`config.mk`:
```
export PLATFORM = sky130hd
export DESIGN_NAME = interface_tag_responder
export DESIGN_NICKNAME = d
export VERILOG_FILES = /design/src/rtl/tag_if_pkg.sv /design/src/rtl/tag_rsp_buf.sv /design/src/rtl/interface_tag_responder.sv
export SDC_FILE = /design/constraint.sdc
export NUM_CORES = 2
export LEC_CHECK = 0
export ABC_AREA = 1
export CAP_MARGIN = 10
export CORE_MARGIN = 5
export CORE_UTILIZATION = 25
export DETAILED_ROUTE_END_ITERATION = 8
export HOLD_SLACK_MARGIN = 0.1
export PLACE_DENSITY_LB_ADDON = 0.25
export SYNTH_ARGS = -nofsm -noshare
export SYNTH_HDL_FRONTEND = slang
export SYNTH_SLANG_ARGS = --single-unit
```
`constraint.sdc`:
```
create_clock -name clk -period 13.1 [get_ports clk]
set_input_delay 3.275 -clock clk [delete_from_list [all_inputs] [get_ports clk]]
set_output_delay 3.275 -clock clk [all_outputs]
set_load 0.05 [all_outputs]
```
`src/rtl/tag_if_pkg.sv`:
```
// Shared types and helpers for the tagged request/response protocol.
// The initiator bench and the responder both take their defaults from here.
package tag_if_pkg;

    localparam int unsigned ea_width   = 64;
    localparam int unsigned rsp_width  = 1024;
    localparam int unsigned tag_space  = 256;
    localparam int unsigned tag_width  = $clog2(tag_space);
    localparam int unsigned ts_width   = 8;
    localparam int unsigned buf_depth  = 16;
    localparam int unsigned lane_count = rsp_width / ea_width;

    typedef struct packed {
        logic [ea_width-1:0]  ea;
        logic [tag_width-1:0] tag;
        logic [ts_width-1:0]  due;
    } req_t;

    // Response pattern: lane k carries ea + k
    function automatic logic [rsp_width-1:0] lane_data(input logic [ea_width-1:0] ea);
        logic [rsp_width-1:0] d;
        d = '0;
        for (int unsigned k = 0; k < lane_count; k++) begin
            d[k*ea_width +: ea_width] = ea + ea_width'(k);
        end
        return d;
    endfunction

endpackage

```
`src/rtl/tag_rsp_buf.sv`:
```
// Circular buffer of outstanding requests; pointers carry an extra wrap bit
// so that count distinguishes full from empty.
module tag_rsp_buf #(
    parameter int unsigned width = 8,
    parameter int unsigned depth = 16
) (
    input  logic                   clk,
    input  logic                   reset,
    input  logic                   wr_en,
    input  logic [width-1:0]       wr_data,
    input  logic                   rd_en,
    output logic [width-1:0]       rd_data,
    output logic [$clog2(depth):0] count
);

    localparam int unsigned aw = $clog2(depth);

    logic [width-1:0] mem [depth];
    logic [aw:0]      head;
    logic [aw:0]      tail;

    always_ff @(posedge clk) begin
        if (reset) begin
            head <= '0;
            tail <= '0;
        end else begin
            if (wr_en) tail <= tail + (aw+1)'(1);
            if (rd_en) head <= head + (aw+1)'(1);
        end
    end

    // Storage needs no reset; only pointers define validity
    always_ff @(posedge clk) begin
        if (wr_en) mem[tail[aw-1:0]] <= wr_data;
    end

    assign rd_data = mem[head[aw-1:0]];
    assign count   = tail - head;

endmodule

```
`src/rtl/interface_tag_responder.sv`:
```
// Memory-side responder: returns (tag, data) for each tagged read request after a
// per-request latency, strictly in order, and flags duplicate in-flight tags.
module interface_tag_responder
    import tag_if_pkg::*;
#(
    parameter int unsigned addr_width = ea_width,
    parameter int unsigned data_width = rsp_width,
    parameter int unsigned tag        = tag_space,
    parameter int unsigned depth      = buf_depth,
    parameter int unsigned lat_width  = ts_width
) (
    input  logic                    clk,
    input  logic                    reset,
    input  logic [lat_width-1:0]    i_lat,
    input  logic                    i_req_v,
    output logic                    i_req_r,
    input  logic [addr_width-1:0]   i_req_ea,
    input  logic [$clog2(tag)-1:0]  i_req_tag,
    output logic                    o_rsp_v,
    input  logic                    o_rsp_r,
    output logic [$clog2(tag)-1:0]  o_rsp_tag,
    output logic [data_width-1:0]   o_rsp_data,
    output logic [$clog2(depth):0]  o_inflight,
    output logic                    o_err_dup
);

    localparam int unsigned tag_bits  = $clog2(tag);
    localparam int unsigned cnt_width = $clog2(depth) + 1;
    localparam int unsigned lanes     = data_width / addr_width;
    localparam int unsigned ent_width = addr_width + tag_bits + lat_width;

    logic [lat_width-1:0]  now;
    logic                  accept;
    logic                  rsp_fire;
    logic                  load;
    logic [ent_width-1:0]  wr_ent;
    logic [ent_width-1:0]  head_ent;
    logic [cnt_width-1:0]  buf_count;
    logic [addr_width-1:0] head_ea;
    logic [tag_bits-1:0]   head_tag;
    logic [lat_width-1:0]  head_due;
    logic [lat_width-1:0]  age;
    logic                  head_ready;
    logic [data_width-1:0] head_data;
    logic [tag-1:0]        busy;

    // Ready counts the output register too, so o_inflight never exceeds depth
    assign i_req_r  = (o_inflight != cnt_width'(depth));
    assign accept   = i_req_v & i_req_r;
    assign rsp_fire = o_rsp_v & o_rsp_r;
    assign wr_ent   = {i_req_ea, i_req_tag, lat_width'(now + i_lat)};

    tag_rsp_buf #(
        .width (ent_width),
        .depth (depth)
    ) u_buf (
        .clk     (clk),
        .reset   (reset),
        .wr_en   (accept),
        .wr_data (wr_ent),
        .rd_en   (load),
        .rd_data (head_ent),
        .count   (buf_count)
    );

    // Wrap-safe due check: head is ripe once now has reached due within half the range
    assign {head_ea, head_tag, head_due} = head_ent;
    assign age        = now - head_due;
    assign head_ready = (buf_count != '0) & ~age[lat_width-1];
    assign load       = head_ready & (~o_rsp_v | o_rsp_r);

    always_comb begin
        head_data = '0;
        for (int unsigned k = 0; k < lanes; k++) begin
            head_data[k*addr_width +: addr_width] = head_ea + addr_width'(k);
        end
    end

    always_ff @(posedge clk) begin
        if (reset) begin
            now        <= '0;
            o_rsp_v    <= 1'b0;
            o_rsp_tag  <= '0;
            o_rsp_data <= '0;
            o_inflight <= '0;
            o_err_dup  <= 1'b0;
            busy       <= '0;
        end else begin
            now <= now + lat_width'(1);

            if (load) begin
                o_rsp_v    <= 1'b1;
                o_rsp_tag  <= head_tag;
                o_rsp_data <= head_data;
            end else if (rsp_fire) begin
                o_rsp_v <= 1'b0;
            end

            if (accept && !rsp_fire) begin
                o_inflight <= o_inflight + cnt_width'(1);
            end else if (!accept && rsp_fire) begin
                o_inflight <= o_inflight - cnt_width'(1);
            end

            // Set after clear so a tag reissued on its release cycle stays busy
            if (rsp_fire) busy[o_rsp_tag] <= 1'b0;
            if (accept)   busy[i_req_tag] <= 1'b1;

            if (accept && busy[i_req_tag] && !(rsp_fire && (o_rsp_tag == i_req_tag))) begin
                o_err_dup <= 1'b1;
            end
        end
    end

endmodule

```
---- Yosys cells after proc, flatten, opt, wreduce, memory -nomap -nowiden ----
Memory sizes are Yosys's and may differ from the RTL's. A register that Yosys moved wholly into a read port is not among the register bits.
Index checks and enable logic that the tools add are counted.
operators by class
  add/subtract/negate cells ............... 23
  magnitude comparators ................... 4
  equal/unequal tests ..................... 2
  mux-type cells .......................... 17
  bitwise logic cells ..................... 10
  reductions and logical operators ........ 13
operators with widths
  operator                                                    count
  2-to-1 mux 256 bit                                          3
  adder 64 x 4 -> 64 bit, second input constant               8
  adder 64 x 3 -> 64 bit, second input constant               4
  bitwise AND 256 bit                                         1
  NOT 256 bit                                                 1
  OR 256 bit                                                  1
  adder 64 x 2 -> 64 bit, second input constant               2
  adder 64 x 1 -> 64 bit, second input constant               1
  less-than comparator 8 x 9 -> 1 bit, second input constant  2
  demux 1 bit (select 8 bit)                                  2
  >= comparator 8 x 1 -> 1 bit, second input constant         2
  adder 5 x 1 -> 5 bit, second input constant                 3
  2-to-1 mux 5 bit                                            2
  adder 8 x 1 -> 8 bit, second input constant                 1
  adder 8 bit                                                 1
  binary-select mux 1 bit (select 8 bit)                      1
  == test 8 bit                                               1
  2-to-1 mux 4 bit                                            2
  subtractor 8 bit                                            1
  logical AND 1 bit                                           7
  2-to-1 mux 1 bit                                            7
  != test 5 bit, second input constant                        1
  nonzero test 5 bit                                          1
  subtractor 5 x 1 -> 5 bit, second input constant            1
  6 further kinds                                             13
word-level totals
  bits in registers ....................... 1313
  memory bits (writable) .................. 1280
  memories ................................ 1
memory list
  name       words  bits a word  read ports  clocked after memory_dff  wr ports  RTL line           RTL
  u_buf.mem  16     80           1           1                         1         tag_rsp_buf.sv:18  logic [width-1:0] mem [depth];

---- Longest topological paths before layout ----
  depth after elaboration ................. 10
  gate-level depth with buffers ........... 32

---- Hierarchy ----
From an unflattened synthesis, not the netlist that was laid out.
second synthesis, totals
  cells, all modules ...................... 14069
  area, all modules ....................... 117017.2 um^2
by module, submodules not included
  module                   times used  cells each  area an instance (um^2)  sequential area each (um^2)
  interface_tag_responder  1           8821        61799.3                  25404.4
  tag_rsp_buf              1           5248        55218.0                  38717.1

---- Worst setup path after synthesis ----
No wires, ideal clock.
  kind .................................... input to register
  from .................................... input port i_req_v
  to ...................................... register u_buf.tail[4]
  setup time .............................. 124 ps
  arrival ................................. 7597 ps
  path slack .............................. 5379 ps
  stages .................................. 7
  path buffers ............................ 0
  cells stage by stage .................... nand2_1 -> inv_1 -> nand2_1 -> nor2_1 -> inv_1 -> o21ai_0 -> a21oi_1
on the way
  word-level cells in the longest chain between the ends .. 1
RTL lines
  element               RTL line                       RTL
  from (decl)           interface_tag_responder.sv:15  input logic i_req_v,
  bitwise AND 1 bit     interface_tag_responder.sv:49  assign accept = i_req_v & i_req_r;
  to (signal assigned)  tag_rsp_buf.sv:27              if (wr_en) tail <= tail + (aw+1)'(1);
  to (decl)             tag_rsp_buf.sv:20              logic [aw:0] tail;
No other way between the ends.
A chain may end at the register's enable or synchronous reset.

==> results.sh <==
export IMPL_path_max_fanout=120
export IMPL_antenna_left=0
export IMPL_cts_hold_buf=0
export IMPL_synth_common_cells="nand2_1, dfxtp_1, edfxtp_1, nor2_1, o21ai_0"
export IMPL_synth_ff_type="dfxtp_1"
export IMPL_outcome="finished, violations left"
export IMPL_die_area_um2=478000
export IMPL_dieHeight_um=691
export IMPL_drtIter0Drc=12739
export IMPL_crit_family="simple AND/OR/NAND/NOR gates"
export IMPL_core_um2=463000
export IMPL_avgSynthCellArea_um2=8.49
export IMPL_p_leak_nw=53.1
export IMPL_vias=106153
export IMPL_path_cells="buf_4 > buf_12 > nor2_1 > nor2_1 > o21ai_0 > nand3_1 > nand3_1 > nand2_2 > ha_1 > inv_1 > nor2_8 > nand2_4 > nand2_1 > nand2_1 > xor2_1 > nand2_1 > a21oi_1"
export IMPL_place_area_um2=133000
export IMPL_grt_max_degree=204
export IMPL_cts_setup_buffers=0
export IMPL_synth_edf_count=1280
export IMPL_synthCells=13678
export IMPL_cts_root_buffer="clkbuf_16"
export IMPL_firstDrtPassIters=7
export IMPL_cpMostUsedCell="nand2_1"
export IMPL_grt_pass1_vias=96623
export IMPL_antenna_found_initial=89
export IMPL_ys_seq_elements=2563
export IMPL_grt_busiest_layer="met2"
export IMPL_fin_skew_ns=0.0983
export IMPL_max_clock_path_buffers=4
export IMPL_syn_area_um2=116000
export IMPL_area_sequential_um2=64100
export IMPL_fin_area_um2=143000
export IMPL_post_synth_top_count_cell="nand2_1"
export IMPL_cts_sinks=2563
export IMPL_p_total_mw=42.9
export IMPL_viasPerCell=5.09
export IMPL_synthDistinctLibCells=51
export IMPL_grt_pass1_wl_um=935000
export IMPL_start_util_pct=25.1
export IMPL_use_met1_pct=32.6
export IMPL_pin_count=1124
export IMPL_drc=0
export IMPL_max_stage_delay_ns=0.96
export IMPL_path_buf_inv=3
export IMPL_multi_input_area_um2=44900
export IMPL_htreeDepth=5
export IMPL_async_flop_share_pct=0
export IMPL_dieWidth_um=691
export IMPL_drive_gt1_share_pct=7.64
export IMPL_maxSlewHeadroom_pct=-3.12
export IMPL_setup_tns_ns=0
export IMPL_met2_usage_pct=45.1
export IMPL_syn_to_final_growth_pct=23.1
export IMPL_hp_class="reg2reg"
export IMPL_io_buffers=1123
export IMPL_met3_usage_pct=9.28
export IMPL_finalCritPeriodShare_pct=59.4
export IMPL_yosys_warnings=0
export IMPL_required_ns=13.99
export IMPL_syn_num_nets=13804
export IMPL_fillers=48990
export IMPL_routed_wl_um=719000
export IMPL_finalSetupViolCount=0
export IMPL_synth_area_leaders="edfxtp_1, dfxtp_1, nand2_1"
export IMPL_rsz0062_at_grt="no"
export IMPL_startpoint_type="flop"
export IMPL_drv_slew=64
export IMPL_clock_fmax_ghz=0.129
export IMPL_crit_path_end_kind="flop"
export IMPL_crit_arrival_ns=8.68
export IMPL_grt_total_usage_pct=28.7
export IMPL_hpwl_um=512000
export IMPL_path_class="reg2reg"
export IMPL_crit_path_top_delay_cell="xor2_1"
export IMPL_nNetsFinal=14535
export IMPL_yosysSeqAreaShare_pct=55.2
export IMPL_violations="max-slew violations"
export IMPL_whs_ns=0.465
export IMPL_cap_violations=0
export IMPL_grt_remaining_overflow=0
export IMPL_final_hold_violation_count=0
export IMPL_peakVddDrop_v=0.000247
export IMPL_synth_top_cell_by_area="edfxtp_1"
export IMPL_num_rows=250
export IMPL_ctsResizeCount=0
export IMPL_clk_insertion_delay_late_ns=1.02
export IMPL_synth_top_cell_area_share_pct=33.1
export IMPL_cts_inserted_buffers=310
export IMPL_wl_per_cell_um=34.4
export IMPL_place_gp_congestion=1.02
export IMPL_pwr_density_cell_nw_per_um2=300
export IMPL_period_needed_ns=7.78
export IMPL_cts_clk_slew_worst_paths_ns=0.06
export IMPL_worst_slew_pin_slew_ns=1.55
export IMPL_cts_tree="yes"
-- per-stage QoR --
step | utilization (%) | worst slack (ns) | cells
after floorplan | - | 5.38 | 13678
after CTS | 30.8 | 5.77 | 20825
after global placement | 28.6 | 5.53 | 20265
final | 30.8 | 5.32 | 20861
after detailed placement | 28.6 | 5.54 | 20266
after global routing | 30.8 | 5.24 | 20835
-- sequential cells by signal, summed over array words and instances, names as in the netlist, named ones only --
name	count
o_err_dup	1
u_buf.head	5
o_rsp_data	990
busy	256
o_inflight	5
o_rsp_tag	8
u_buf.mem	1280
u_buf.tail	5
o_rsp_v	1
now	8
-- layer usage --
layer	share of wire (%)	wire [um]
met1	36	262000
met2	45	320000
met3	9.9	71200
met4	9.1	65700
met5	0.027	195
-- tightest hold or removal path, cell delays in order (launching register included) --
cell and delay, ns:
dfxtp_1 0.31, nand2_1 0.06, a21oi_1 0.05
-- cell usage in the layout (no fill, tap or decap), types with 280 or more instances in the layout --
cell type        instances
nand3_1               1003
nand2_1               3707
buf_4                  280
edfxtp_1              1280
clkbuf_16              314
inv_1                  616
clkdlybuf4s50_1       1061
dfxtp_1               1279
a21oi_1               1135
nor2_1                1223
xor2_1                 414
o21ai_0               1189
-- cell type report --
type	instances	share of cell area [%]
Sequential cell	2563	44.9
Multi-Input combinational cell	9482	31.4
Timing Repair Buffer	1367	9.24
Clock buffer	421	6.06
Tap cell	6174	5.41
Inverter	685	1.83
Clock inverter	138	1.10
Antenna cell	31	0.0543
-- cell families (layout without fill, tap and decap cells) --
logic type,after synthesis,in the layout,share of synthesized area (%)
DFF,2563,2563,55.2
other,0,31,0
AOI/OAI and AO/OA,2686,2686,12.1
xor gates and xnor gates,435,435,3.28
adders and majority gates,42,42,0.466
and+or+nand+nor,6319,6319,22.6
buffers and inverters,1633,2611,6.32
-- power by group --
group | internal (mW) | switching [mW] | leakage [nW]
sequential | 9.87 | 1.28 | 22.1
combinational | 5.00 | 17.9 | 26.0
clock | 5.08 | 3.78 | 5.02
-- path summary, 6_finish.rpt --
check / startpoint / endpoint / slack (ns) / depth (start not counted)
hold reg to reg: o_rsp_data[471] / o_rsp_data[471] / 0.46 / 2
setup / recovery: flop / o_rsp_data[923] / 5.32 / 17
setup reg to reg: flop / o_rsp_data[923] / 5.32 / 17
hold / removal: o_rsp_data[471] / o_rsp_data[471] / 0.46 / 2
Power figures use the tool's default switching activity.
